## src/rtl/irrigation_sequencer.sv

```systemverilog
// Timed Moore sequencer driving the sprinkler pump and dripper valve from a debounced request.
// Enforces settle, max-run, cooldown and fault-clear windows counted in divisor ticks.
module irrigation_sequencer #(
  parameter int SETTLE_TICKS      = 4,
  parameter int RUN_TICKS         = 16,
  parameter int COOLDOWN_TICKS    = 8,
  parameter int FAULT_CLEAR_TICKS = 4,
  parameter int TIMER_WIDTH       = 8
) (
  input  logic       clock,
  input  logic       reset_n,
  input  logic       tick,
  input  logic       irrigation_request,
  input  logic       splinker_select,
  input  logic       low_water_level,
  input  logic       conflicting_values,
  output logic       splinker_bomb,
  output logic       dripper_valvule,
  output logic       alarm_fault,
  output logic       busy,
  output logic [2:0] state_code,
  output logic [3:0] cycle_count
);

  typedef enum logic [2:0] {
    IDLE     = 3'd0,
    SETTLE   = 3'd1,
    SPRINKLE = 3'd2,
    DRIP     = 3'd3,
    COOLDOWN = 3'd4,
    FAULT    = 3'd5
  } state_t;

  localparam logic [TIMER_WIDTH-1:0] SETTLE_LAST = TIMER_WIDTH'(SETTLE_TICKS - 1);
  localparam logic [TIMER_WIDTH-1:0] RUN_LAST    = TIMER_WIDTH'(RUN_TICKS - 1);
  localparam logic [TIMER_WIDTH-1:0] COOL_LAST   = TIMER_WIDTH'(COOLDOWN_TICKS - 1);
  localparam logic [TIMER_WIDTH-1:0] FAULT_LAST  = TIMER_WIDTH'(FAULT_CLEAR_TICKS - 1);

  state_t                 state, state_next;
  logic [TIMER_WIDTH-1:0] timer, timer_next;
  logic                   mode, mode_next;
  logic                   count_inc;
  logic                   run_ok;

  always_ff @(posedge clock or negedge reset_n) begin
    if (!reset_n) begin
      state       <= IDLE;
      timer       <= '0;
      mode        <= 1'b0;
      cycle_count <= 4'd0;
    end else begin
      state <= state_next;
      timer <= timer_next;
      mode  <= mode_next;
      if (count_inc) cycle_count <= cycle_count + 4'd1;
    end
  end

  assign run_ok = irrigation_request && low_water_level;

  always_comb begin
    state_next = state;
    mode_next  = mode;
    count_inc  = 1'b0;
    timer_next = tick ? timer + TIMER_WIDTH'(1) : timer;
    case (state)
      IDLE: begin
        timer_next = '0;
        if (conflicting_values) begin
          state_next = FAULT;
        end else if (run_ok) begin
          state_next = SETTLE;
          mode_next  = splinker_select;
        end
      end
      SETTLE: begin
        if (conflicting_values)                     state_next = FAULT;
        else if (!run_ok || splinker_select != mode) state_next = IDLE;
        else if (tick && timer == SETTLE_LAST)       state_next = mode ? SPRINKLE : DRIP;
      end
      SPRINKLE, DRIP: begin
        // Mode is frozen here: select changes are deliberately not looked at.
        if (conflicting_values) begin
          state_next = FAULT;
        end else if (!run_ok || (tick && timer == RUN_LAST)) begin
          state_next = COOLDOWN;
          count_inc  = 1'b1;
        end
      end
      COOLDOWN: begin
        if (conflicting_values)               state_next = FAULT;
        else if (tick && timer == COOL_LAST) state_next = IDLE;
      end
      FAULT: begin
        // Only an unbroken run of clean ticks releases the fault.
        if (conflicting_values)               timer_next = '0;
        else if (tick && timer == FAULT_LAST) state_next = COOLDOWN;
      end
      default: state_next = IDLE;
    endcase
    if (state_next != state) timer_next = '0;
  end

  assign splinker_bomb   = (state == SPRINKLE);
  assign dripper_valvule = (state == DRIP);
  assign alarm_fault     = (state == FAULT);
  assign busy            = (state != IDLE);
  assign state_code      = state;

endmodule

```

## config.mk

```make
export PLATFORM = sky130hd
export DESIGN_NAME = irrigation_sequencer
export DESIGN_NICKNAME = d
export VERILOG_FILES = /design/src/rtl/irrigation_sequencer.sv
export SDC_FILE = /design/constraint.sdc
export NUM_CORES = 1
export LEC_CHECK = 0
export ABC_AREA = 1
export BUFFER_PORTS_ARGS = -buffer_cell sky130_fd_sc_hd__buf_2
export CELL_PAD_IN_SITES_DETAIL_PLACEMENT = 1
export CELL_PAD_IN_SITES_GLOBAL_PLACEMENT = 2
export CORE_UTILIZATION = 33
export DETAILED_ROUTE_END_ITERATION = 10
export PLACE_DENSITY = 0.91
export SLEW_MARGIN = 25
export SYNTH_ARGS = -nofsm -noshare
export SYNTH_HDL_FRONTEND = slang
export SYNTH_SLANG_ARGS = --single-unit
```

## constraint.sdc

```tcl
create_clock -name clock -period 2.62 [get_ports clock]
set_input_delay 0.524 -clock clock [delete_from_list [all_inputs] [get_ports clock]]
set_output_delay 0.524 -clock clock [all_outputs]
set_load 0.05 [all_outputs]
```

Word level (Yosys, flattened, before mapping) --
Index checks and enable logic that the tools add are counted.
Storage, ports and cells: word-level logic and storage cells 48, register bits after elaboration 16, output and inout port bits 11, bits of input ports 7
Operators by class: multiplexer cells 20, add/sub/neg operators 2, bitwise logic cells 1, reductions and logical operators 11, eq/ne operators 10
Operator list (number):
- 3-bit 2-to-1 mux | 11
- 8-bit 2-to-1 mux | 3
- 8-bit case mux with 2 select lines | 1
- 3-bit case mux with 5 select lines | 1
- 8-bit by 1-bit adder with 8-bit output (second input constant) | 1
- 8-bit by 2-bit == test with 1-bit output (second input constant) | 1
- 8-bit by 3-bit == test with 1-bit output (second input constant) | 1
- 8-bit by 4-bit == test with 1-bit output (second input constant) | 1
- 3-bit by 2-bit == test with 1-bit output (second input constant) | 2
- 3-bit == test (second input constant) | 2
- 4-bit by 1-bit adder with 4-bit output (second input constant) | 1
- 1-bit logical AND | 4
- 1-bit 2-to-1 mux | 4
- 3-bit by 1-bit == test with 1-bit output (second input constant) | 1
- 3-bit logical NOT | 1
- 3-bit != test | 1
- 3-bit AND reduction | 1
- 3-bit nonzero test | 1
- 1-bit logical OR | 2
- 2-bit OR reduction | 1
- 1-bit logical NOT | 1
- 1-bit != test | 1
- 1-bit NOT | 1

Depth between registers and ports, before layout --
word-level depth 8, depth in mapped cells 13, depth with buffers taken out 13

Worst setup path after synthesis --
Ideal clock, no wire load.
path kind register -> output, start point register state[1], in the netlist state_code[1], end point output port dripper_valvule, cell stages (with the launch flop) 5, data required time 2.096 ns, setup slack 0.411 ns, data arrival time 1.685 ns, buffers on the path 0, path through dfrtp_1 -> inv_2 -> nor2_1 -> inv_2 -> nor2_1
On the way: cells in the longest elaborated chain, start to end 1
Ends and longest elaborated chain:
- start: declaration | RTL line 39 | state_t state, state_next;
- start signal: assignment | RTL line 52 | state <= state_next;
- 3-bit by 2-bit == test with 1-bit output | RTL line 105 | assign dripper_valvule = (state == DRIP);
- end: declaration | RTL line 18 | output logic dripper_valvule,
Every way passes these cells.

Final worst setup path --
start point register state[2], in the netlist state_code[2], end point output port splinker_bomb
On the way: cells in the longest elaborated chain, start to end 1
Ends and longest elaborated chain:
- 3-bit by 2-bit == test with 1-bit output | RTL line 104 | assign splinker_bomb = (state == SPRINKLE);
- end: declaration | RTL line 17 | output logic splinker_bomb,
Every way passes these cells.

==> results by group <==
Run status
  – Status: finished clean

Yosys
  – Post-Syn Area: 0.00107 mm²
  – Yosys warnings: 0
  – Synth Instances: between 100 and 150
  – Post-synth net total: around 160
  – Asr flop ratio synth: 100%
  – Register area share after synthesis: ~37%
  – Distinct cell type count after synthesis: 23
  – Avg Synthesized Cell Area: between 7 and 8 µm²
  – Top_reg_cell synth: dfrtp_1
  – FF+latch count, synth: 16
  – Post-synth EDFFs: 0

Global route
  – Pin count of the biggest net entering global routing: 17
  – First-pass GRT wire length: between 4000 and 5000 µm
  – Fraction of met1 tracks used by global routing: 20.8%
  – Met3 usage: ~2.0%
  – Vias in the first global route: 1,032
  – Total congestion overflow: 0
  – M2 GR Usage: 32.0%
  – Gr busiest metal: met2
  – Initial antenna violation count: 0
  – GRT Total Usage: 17.8%

Floorplan
  – I/O Pins: 18
  – Rows: 20
  – Total core area: between 0.003 and 0.004 mm²
  – Initial Util: 35.0%
  – Die W: 58.9 µm
  – Die height: between 50 and 60 µm
  – Die footprint: 0.00347 mm²

Detailed routing
  – Routed len/inst: 12.2 µm
  – DRT Pass-1 Iters: 4
  – Antenna viol nets, final: 0
  – Vias/cell: 4.69
  – DRT iter0 DRCs: 16
  – DR DRC count: 0
  – Wirelength, routed: 2590 µm
  – Vias: ~1,000

Power
  – Psw: 537 µW
  – Internal: 512 µW
  – Sw frac: between 50% and 60%
  – Power share of the combinational group: between 50% and 60%
  – Power Density: 843 mW/mm²
  – Leakage power: 0.000633 µW
  – Clock Power Share: 16.0%
  – Worst vdd rail ir drop: approximately 340 µV
  – Seq pwr share: 31.9%

Clock tree
  – Clock Path Buffers: 2
  – Worst-path clk slew: around 0.10 ns
  – TritonCTS clock tree: built
  – Num CTS Buffers: 3
  – Post-CTS setup buffers: 0
  – Clock root buffer: clkbuf_4
  – Post-cts repair resize count: 0
  – Clock Latency Late Sink: 0.29 ns
  – H-tree depth: 1
  – Hold Buf Count CTS: 0
  – Clock sinks: 16

Run
  – Number of max-cap violations: 0

Timing
  – Tcrit/Tclk final: between 70 and 80%
  – Total negative setup slack: 0 ns
  – Slew @ Worst Pin: 0.376 ns
  – Worst Skew: 0.00628 ns
  – Max Slew Vio Count: 0
  – Period minus WS final: between 2 and 2.5 ns
  – Final setup fails: 0
  – Slew margin rel.: 74.9%
  – F_max: just under 500 MHz
  – Unrepaired setup endpoints after global routing: no
  – Final hold violations: 0

Critical path
  – CP Capture Point: splinker_bomb
  – Worst Path Arrival: 1.51 ns
  – R2R setup slack: 0.87 ns
  – Worst Path Max Fanout: 8
  – CP required: 2.10 ns
  – Crit. End Element: primary output
  – Startpoint types: flip-flop
  – Worst Setup Path Type: reg2out
  – Worst r2r src: timer[1]$_DFF_PN0_
  – Worst reg2reg path endpoint: timer[1]$_DFF_PN0_
  – Worst setup startpoint: state_code[2]$_DFF_PN0_
  – R2R depth: 11

Finish
  – Layout cell share with drive strength beyond 1: approximately a third
  – Area grow syn2layout: 16.5%
  – Layout Utilization: 40.8%
  – Post-route insts no fill: between 200 and 250
  – Final layout net count: 179
  – Commonest non-fill, non-tap cell in the layout: nand2_1
  – Leading cell types in the layout, fill and taps excluded: nand2_1, buf_2, nor2_1, dfrtp_1, nand3_1
  – # diodes: 0

Place
  – Buffers added on ports: 17
  – GP Congestion: between 0.7 and 0.8
  – Post-placement cell count: 209
  – Detailed Place HPWL: ~2200 µm

Worst hold path
  – Hold Path Class: in2async
-- logic make-up (layout without fill, tap and decap cells) --
family          Yosys count  after routing  share of synthesized area (%)
simple gates             91             91                           41.5
compound gates           11             11                           5.85
flops                    16             16                           37.5
mux                       1              1                           1.05
buf+inv                  22             43                           7.73
fa+ha+maj                 2              2                           2.34
xor+xnor                  5              5                           4.10
-- power groups by stage --
stage | Clock [µW] | Sequential (µW) | Combinational [µW]
3_3_place_gp | 0 | 337 | 540
5_1_grt | 181 | 340 | 605
4_1_cts | 174 | 334 | 558
2_1_floorplan | 0 | 375 | 388
6_report | 168 | 334 | 547
3_5_place_dp | 0 | 339 | 557
-- area by class of cell --
| class | count | area, µm² |
|---|---|---|
| Sequential cell | 16 | 400 |
| Clock buffer | 4 | 36.3 |
| Fill cell | 413 | 1810 |
| Multi-Input combinational cell | 110 | 586 |
| Tap cell | 44 | 55.1 |
| Inverter | 22 | 82.6 |
| Timing Repair Buffer | 17 | 85.1 |
-- sequential cells by signal, indices dropped and copies added, names as in the netlist --
register     cells
cycle_count      4
mode             1
state_code       3
timer            8
-- per-stage QoR --
step | setup slack (ns) | area [µm²] | power (µW) | hold slack (ns)
6_report | 0.591 | 1240 | 1050 | 0.131
5_1_grt | 0.477 | 1240 | 1130 | 0.143
4_1_cts | 0.563 | 1240 | 1070 | 0.135
3_5_place_dp | 0.742 | 1210 | 895 | 0.462
3_3_place_gp | 0.798 | 1210 | 878 | 0.452
2_1_floorplan | 0.411 | 1070 | 762 | 0.228
-- worst min path at each step --
stage	start	endpoint	slack, ns	cells after the start
finish	reset_n	state_code[0]$_DFF_PN0_	0.13	1
global route	reset_n	state_code[0]$_DFF_PN0_	0.14	1
CTS	reset_n	timer[6]$_DFF_PN0_	0.14	1
detailed placement	cycle_count[3]$_DFFE_PN0P_	cycle_count[3]$_DFFE_PN0P_	0.46	1
global placement	cycle_count[3]$_DFFE_PN0P_	cycle_count[3]$_DFFE_PN0P_	0.45	1
floorplan	reset_n	cycle_count[0]$_DFFE_PN0P_	0.23	0
-- Yosys cell counts, types with 3 or more instances --
cell	count	area [µm²]
dfrtp_1	16	400
xor2_1	3	26.3
nand2_1	32	120
inv_2	10	37.5
nand2_2	7	43.8
o21ai_0	6	30.0
nand3_1	15	75.1
nand4_1	3	18.8
inv_1	12	45.0
nor2_1	16	60.1
nor2_2	11	68.8
-- worst max-delay path, stage by stage, from the launching register on --
cell and delay, ns:
dfrtp_1 0.48, nor2_1 0.28, inv_2 0.08, nor2_1 0.10, buf_2 0.27
-- routing by layer --
metal	vias to the layer above	wire length (µm)
li1	509	-
met4	0	62
met3	5	70
met2	17	1300
met5	-	0
met1	469	1160
No activity file was read; power rests on OpenSTA's default activity.
